$ cat config.mk
export PLATFORM = sky130hd
export DESIGN_NAME = ref_fifo_drain_arbiter
export DESIGN_NICKNAME = d
export VERILOG_FILES = /design/src/rtl/ref_fifo_drain_arbiter.sv
export SDC_FILE = /design/constraint.sdc
export NUM_CORES = 1
export LEC_CHECK = 0
export ABC_AREA = 1
export BUFFER_PORTS_ARGS = -buffer_cell sky130_fd_sc_hd__clkbuf_2
export CORE_AREA = 2 2 163 165
export DETAILED_ROUTE_END_ITERATION = 6
export DIE_AREA = 0 0 165 167
export PLACE_DENSITY = 0.61
export SYNTH_ARGS = -nofsm -noshare
export SYNTH_HDL_FRONTEND = slang
export SYNTH_SLANG_ARGS = --single-unit
$ cat constraint.sdc
create_clock -name clk -period 5.7 [get_ports clk]
set_clock_uncertainty 0.15 [all_clocks]
set_input_delay 0.57 -clock clk [delete_from_list [all_inputs] [get_ports clk]]
set_output_delay 0.57 -clock clk [all_outputs]
set_load 0.01 [all_outputs]
$ cat src/rtl/ref_fifo_drain_arbiter.sv
// Round-robin drain scheduler for several look-ahead FIFO read sides.
// Grants one channel at a time and pops a burst of up to MAX_BURST words
// into a single registered valid/ready stream tagged with channel and
// end-of-burst. Everything runs in the FIFO read clock domain.
module ref_fifo_drain_arbiter #(
  parameter int NUM_CH      = 4,
  parameter int CH_WIDTH    = 2,
  parameter int DATA_WIDTH  = 72,
  parameter int LEVEL_WIDTH = 8,
  parameter int MAX_BURST   = 16,
  parameter int BURST_WIDTH = 5
) (
  input  logic                          clk,
  input  logic                          rst,
  input  logic                          enable,
  input  logic [NUM_CH-1:0]             ch_mask,
  input  logic [NUM_CH-1:0]             fifo_empty,
  input  logic [NUM_CH*LEVEL_WIDTH-1:0] fifo_level,
  input  logic [NUM_CH*DATA_WIDTH-1:0]  fifo_data,
  output logic [NUM_CH-1:0]             fifo_ack,
  output logic                          out_valid,
  input  logic                          out_ready,
  output logic [DATA_WIDTH-1:0]         out_data,
  output logic [CH_WIDTH-1:0]           out_ch,
  output logic                          out_last,
  output logic                          busy,
  output logic                          burst_abort
);

  typedef enum logic [1:0] {
    IDLE = 2'd0,
    ARB  = 2'd1,
    XFER = 2'd2
  } state_t;

  // Wide enough to hold last_grant + 1 + offset before the modulo fold.
  localparam int IW = CH_WIDTH + 2;

  state_t                  state_reg, state_next;
  logic [CH_WIDTH-1:0]     grant_reg, grant_next;
  logic [CH_WIDTH-1:0]     last_grant_reg, last_grant_next;
  logic [BURST_WIDTH-1:0]  cnt_reg, cnt_next;
  logic [BURST_WIDTH-1:0]  burst_len_reg, burst_len_next;
  logic                    out_valid_reg, out_valid_next;
  logic [DATA_WIDTH-1:0]   out_data_reg, out_data_next;
  logic [CH_WIDTH-1:0]     out_ch_reg, out_ch_next;
  logic                    out_last_reg, out_last_next;
  logic                    abort_reg, abort_next;

  // Per-channel views of the packed FIFO buses.
  logic [LEVEL_WIDTH-1:0]  level_arr [NUM_CH];
  logic [DATA_WIDTH-1:0]   data_arr  [NUM_CH];

  // Round-robin search: candidate gi is the channel gi+1 places after
  // the previous grant, so candidate 0 has the highest priority.
  logic [NUM_CH-1:0]       req;
  logic [IW-1:0]           cand_sum [NUM_CH];
  logic [CH_WIDTH-1:0]     cand_idx [NUM_CH];
  logic [NUM_CH-1:0]       cand_req;

  logic                    found;
  logic [CH_WIDTH-1:0]     winner;
  logic [LEVEL_WIDTH-1:0]  winner_level;
  logic [BURST_WIDTH-1:0]  win_burst;

  logic                    grant_empty;
  logic [DATA_WIDTH-1:0]   grant_data;
  logic                    pop;
  logic                    last_word;

  assign req = ~fifo_empty & ch_mask;

  genvar gi;
  generate
    for (gi = 0; gi < NUM_CH; gi++) begin : g_ch
      assign level_arr[gi] = fifo_level[gi*LEVEL_WIDTH +: LEVEL_WIDTH];
      assign data_arr[gi]  = fifo_data[gi*DATA_WIDTH +: DATA_WIDTH];

      // Sum never reaches 2*NUM_CH, so one conditional subtract is the modulo.
      assign cand_sum[gi] = IW'(last_grant_reg) + IW'(gi + 1);
      assign cand_idx[gi] = (cand_sum[gi] >= IW'(NUM_CH))
                          ? CH_WIDTH'(cand_sum[gi] - IW'(NUM_CH))
                          : CH_WIDTH'(cand_sum[gi]);
      assign cand_req[gi] = req[cand_idx[gi]];

      // Only the granted channel can be acked, and only on a pop.
      assign fifo_ack[gi] = pop & (grant_reg == CH_WIDTH'(gi));
    end
  endgenerate

  // Pick the first requesting candidate in round-robin order.
  always_comb begin
    found  = 1'b0;
    winner = '0;
    for (int k = NUM_CH - 1; k >= 0; k--) begin
      if (cand_req[k]) begin
        found  = 1'b1;
        winner = cand_idx[k];
      end
    end
  end

  assign winner_level = level_arr[winner];

  // Burst length is the winner's fill level capped at MAX_BURST.
  always_comb begin
    if (32'(winner_level) >= MAX_BURST) begin
      win_burst = BURST_WIDTH'(MAX_BURST);
    end else begin
      win_burst = BURST_WIDTH'(winner_level);
    end
  end

  assign grant_empty = fifo_empty[grant_reg];
  assign grant_data  = data_arr[grant_reg];
  assign last_word   = (cnt_reg == (burst_len_reg - BURST_WIDTH'(1)));

  // A pop needs a word in the granted FIFO and room in the output register;
  // held off entirely while reset is asserted.
  assign pop = (state_reg == XFER) & ~grant_empty &
               (~out_valid_reg | out_ready) & ~rst;

  // Next-state and datapath update decisions.
  always_comb begin
    state_next      = state_reg;
    grant_next      = grant_reg;
    last_grant_next = last_grant_reg;
    cnt_next        = cnt_reg;
    burst_len_next  = burst_len_reg;
    out_valid_next  = out_valid_reg;
    out_data_next   = out_data_reg;
    out_ch_next     = out_ch_reg;
    out_last_next   = out_last_reg;
    abort_next      = 1'b0;

    case (state_reg)
      IDLE: begin
        if (enable) begin
          state_next = ARB;
        end
      end

      ARB: begin
        if (!enable) begin
          state_next = IDLE;
        end else if (found) begin
          state_next      = XFER;
          grant_next      = winner;
          last_grant_next = winner;
          burst_len_next  = win_burst;
          cnt_next        = '0;
        end
      end

      XFER: begin
        if (grant_empty) begin
          // FIFO was flushed under us: drop the rest of the burst.
          abort_next = 1'b1;
          state_next = enable ? ARB : IDLE;
        end else if (pop) begin
          cnt_next = cnt_reg + BURST_WIDTH'(1);
          if (last_word) begin
            state_next = enable ? ARB : IDLE;
          end
        end
      end

      default: begin
        state_next = IDLE;
      end
    endcase

    // Output register: load on pop, otherwise drain on ready, else hold.
    if (pop) begin
      out_valid_next = 1'b1;
      out_data_next  = grant_data;
      out_ch_next    = grant_reg;
      out_last_next  = last_word;
    end else if (out_ready) begin
      out_valid_next = 1'b0;
    end
  end

  // FSM state register.
  always_ff @(posedge clk or posedge rst) begin
    if (rst) begin
      state_reg <= IDLE;
    end else begin
      state_reg <= state_next;
    end
  end

  // Grant bookkeeping, burst counter and output register.
  always_ff @(posedge clk or posedge rst) begin
    if (rst) begin
      grant_reg      <= '0;
      last_grant_reg <= CH_WIDTH'(NUM_CH - 1);
      cnt_reg        <= '0;
      burst_len_reg  <= '0;
      out_valid_reg  <= 1'b0;
      out_data_reg   <= '0;
      out_ch_reg     <= '0;
      out_last_reg   <= 1'b0;
      abort_reg      <= 1'b0;
    end else begin
      grant_reg      <= grant_next;
      last_grant_reg <= last_grant_next;
      cnt_reg        <= cnt_next;
      burst_len_reg  <= burst_len_next;
      out_valid_reg  <= out_valid_next;
      out_data_reg   <= out_data_next;
      out_ch_reg     <= out_ch_next;
      out_last_reg   <= out_last_next;
      abort_reg      <= abort_next;
    end
  end

  assign out_valid   = out_valid_reg;
  assign out_data    = out_data_reg;
  assign out_ch      = out_ch_reg;
  assign out_last    = out_last_reg;
  assign burst_abort = abort_reg;
  assign busy        = (state_reg != IDLE);

endmodule

==> impl_metrics.py <==
metrics = {
    "yosys": {
        "syn-num-nets": 1070,
        "synthCells": 736,
        "netlist_area_um2": 5880,
        "seq_area_frac_synth_pct": 39.6,
        "async_flop_share_pct": 100,
        "synth_cell_types": 31,
        "yosys.area.top_type_share_pct": 38.7,
        "avgSynthCellArea_um2": 7.99,
        "synth_seq_cells": 93,
        "synth.area.top_cells": "dfrtp_1, nand3_1, a22oi_1",
        "synth-main-ff-cell": "dfrtp_1",
        "synth_top_cell_by_area": "dfrtp_1",
        "synth_edf_count": 0,
        "yosys_warnings": 0,
    },
    "drt": {
        "met1_length_um": 9950,
        "drc": 0,
        "wl_per_cell_um": 16.5,
        "topRoutingLayerUsed": "met4",
        "drt_iter0_markers": 394,
        "wl_met2_um": 11500,
        "dr.pass1.iters": 5,
        "ant_nets": 0,
        "num_vias": 7082,
        "dr_wl_met3_um": 1730,
        "viasPerCell": 4.90,
        "wirelength_um": 23900,
    },
    "critical_path": {
        "worstSetupStartpoint": "grant_reg[0]",
        "crit_fanout": 65,
        "worstPathRequired_ns": 5.79,
        "critical_path_class": "reg2reg",
        "end_kind": "register",
        "startpoint_type": "register",
        "worstReg2RegStart": "grant_reg[0]",
        "r2r_cells": 10,
        "cp.arrival_ns": 3.83,
        "reg2reg_to": "out_data[49]",
        "rrSetupSlack_ns": 1.97,
    },
    "run_status": {
        "status": "complete, no violations",
    },
    "clock_tree": {
        "cts_tree": "built",
        "numCtsBuffers": 9,
        "post_cts_resized": 0,
        "clkLatencyLatePin_ns": 0.34,
        "hold_buffers": 0,
        "cts_root_buffer": "clkbuf_16",
        "cts.clk_slew.worst_paths_ns": 0.07,
        "clock_path_buffers": 2,
        "htreeDepth": 3,
        "cts.sinks": 93,
        "cts_setup_buffers": 0,
    },
    "floorplanning": {
        "rows": 59,
        "fp.dieW_um": 165,
        "core_area_um2": 25800,
        "die_y_um": 167,
        "io_pins": 414,
        "start_util_pct": 22.8,
        "die_area_um2": 27600,
    },
    "power_and_ir_drop": {
        "p_comb_share_pct": 53.5,
        "netSwitchingFraction_pct": 46.2,
        "switchingPower_mw": 1.85,
        "p_int_mw": 2.16,
        "total_leakage_power_nw": 4.07,
        "p_clk_share_pct": 15.1,
        "p_seq_share_pct": 31.4,
        "p_total_mw": 4.01,
        "ir_worst_vdd_mv": 0.209,
        "powerDensity_nw_per_um2": 474,
    },
    "hold_path": {
        "hold_class": "in2async",
    },
    "final_layout": {
        "regArea_um2": 2330,
        "area_growth_syn_to_layout_pct": 44.0,
        "multi_input_area_um2": 3120,
        "fillers": 2782,
        "finalNetCount": 1436,
        "post-route-util_pct": 32.9,
        "drive_gt1_share_pct": 41.4,
        "layoutNonFillerInstCount": 1444,
        "largest_reg_flops": 72,
    },
    "global_routing": {
        "overflow": 0,
        "grt_antenna_before_repair": 1,
        "grt_usage_pct": 16.6,
        "grt_pass1_vias": 6779,
        "grt_first_pass_wirelength_um": 35800,
        "grt_max_degree": 84,
    },
    "timing": {
        "worst_pin_slew_ns": 0.819,
        "drv_slew": 0,
        "period_share_pct": 65.5,
        "rsz0062_at_grt": "no",
        "maxSlewHeadroom_pct": 45.4,
        "period_needed_ns": 3.73,
        "hold_viol": 0,
        "setup_tns_ns": 0,
        "max_freq_mhz": 268,
        "setup_viol": 0,
    },
    "place": {
        "dpl.cell_count": 1426,
        "port_buffers": 413,
        "gp_congestion": 0.866,
        "dp.final_hpwl_um": 18200,
    },
    "job": {
        "max_cap_violations": 0,
    },
}
==> power groups by stage <==
stage | registers (mW) | clock network (mW) | logic [mW]
floorplan | 1.28 | 0 | 1.32
global placement | 1.28 | 0 | 2.14
detailed placement | 1.27 | 0 | 2.17
CTS | 1.27 | 0.636 | 2.17
global route | 1.31 | 0.657 | 2.38
finish | 1.26 | 0.605 | 2.15
==> placed cells by master (no fill, tap or decap), types with 4 or more instances in the layout <==
master,n
a22oi_1,72
buf_4,8
clkbuf_16,9
clkbuf_2,413
dfrtp_1,89
inv_1,37
nand2_1,69
nand3_1,190
nand4_1,74
nor2_1,19
o21a_1,72
o21ai_0,8
or4_1,4
xnor2_1,4
==> stage by stage <==
stage	worst slack [ns]	hold slack [ns]	area, um2
final	1.97	0.125	8470
after CTS	1.92	0.138	8460
after global routing	1.59	0.175	8460
after floorplan	1.52	0.299	5880
after detailed placement	1.94	0.318	8170
after global placement	2.09	0.317	8170
==> cells by family after synthesis <==
kind of cell | Yosys count | synth area share (%)
buf+inv | 109 | 7.53
xor+xnor | 7 | 1.17
fa+ha+maj | 2 | 0.426
compound gates | 157 | 19.7
flops | 93 | 39.6
simple gates | 368 | 31.5
==> layer usage <==
metal  up-vias  track usage [%]
met5         -                0
met4         0             6.73
met3        37             2.84
met2       322             28.0
met1      3282             20.9
li1       3441                -
==> worst max path at each step <==
stage,slack [ns],to
after floorplan,1.52,fifo_ack[0]
after global placement,2.09,out_data[64]
after detailed placement,1.94,out_data[2]
after CTS,1.92,out_data[2]
after global routing,1.59,out_data[2]
final,1.97,out_data[49]
==> synthesized netlist by cell type (3+ instances only) <==
cell type  count
nand3_1      190
nand2_1       69
nor3_1         3
dfrtp_1       91
inv_1         38
a22oi_1       72
nor2_2         3
buf_2         16
clkbuf_1      47
xnor2_1        4
nand4_1       74
inv_2          4
nand2_2        3
nor2_1        19
or4_1          4
o21ai_0        8
o21a_1        72
==> area by class of cell <==
| cell class | instances | share of cell area [%] |
|---|---|---|
| diodes | 2 | 0.0591 |
| clock buffers | 12 | 3.15 |
| clock inverters | 4 | 0.355 |
| inverters | 43 | 1.99 |
| multi-input cells | 534 | 36.8 |
| flip-flops and latches | 93 | 27.6 |
| well taps | 335 | 4.95 |
| repair buffers | 421 | 25.1 |
==> critical path, stage by stage (launching register included) <==
cell     delay, ns
dfrtp_2       0.51
buf_4         0.65
nor2_4        0.04
a22oi_2       0.19
nand2_1       0.08
nor2_2        0.14
nand3_1       0.38
inv_4         0.59
buf_4         0.52
nand4_1       0.16
o21a_1        0.14
Note: power is estimated with default switching activity, not from simulation.
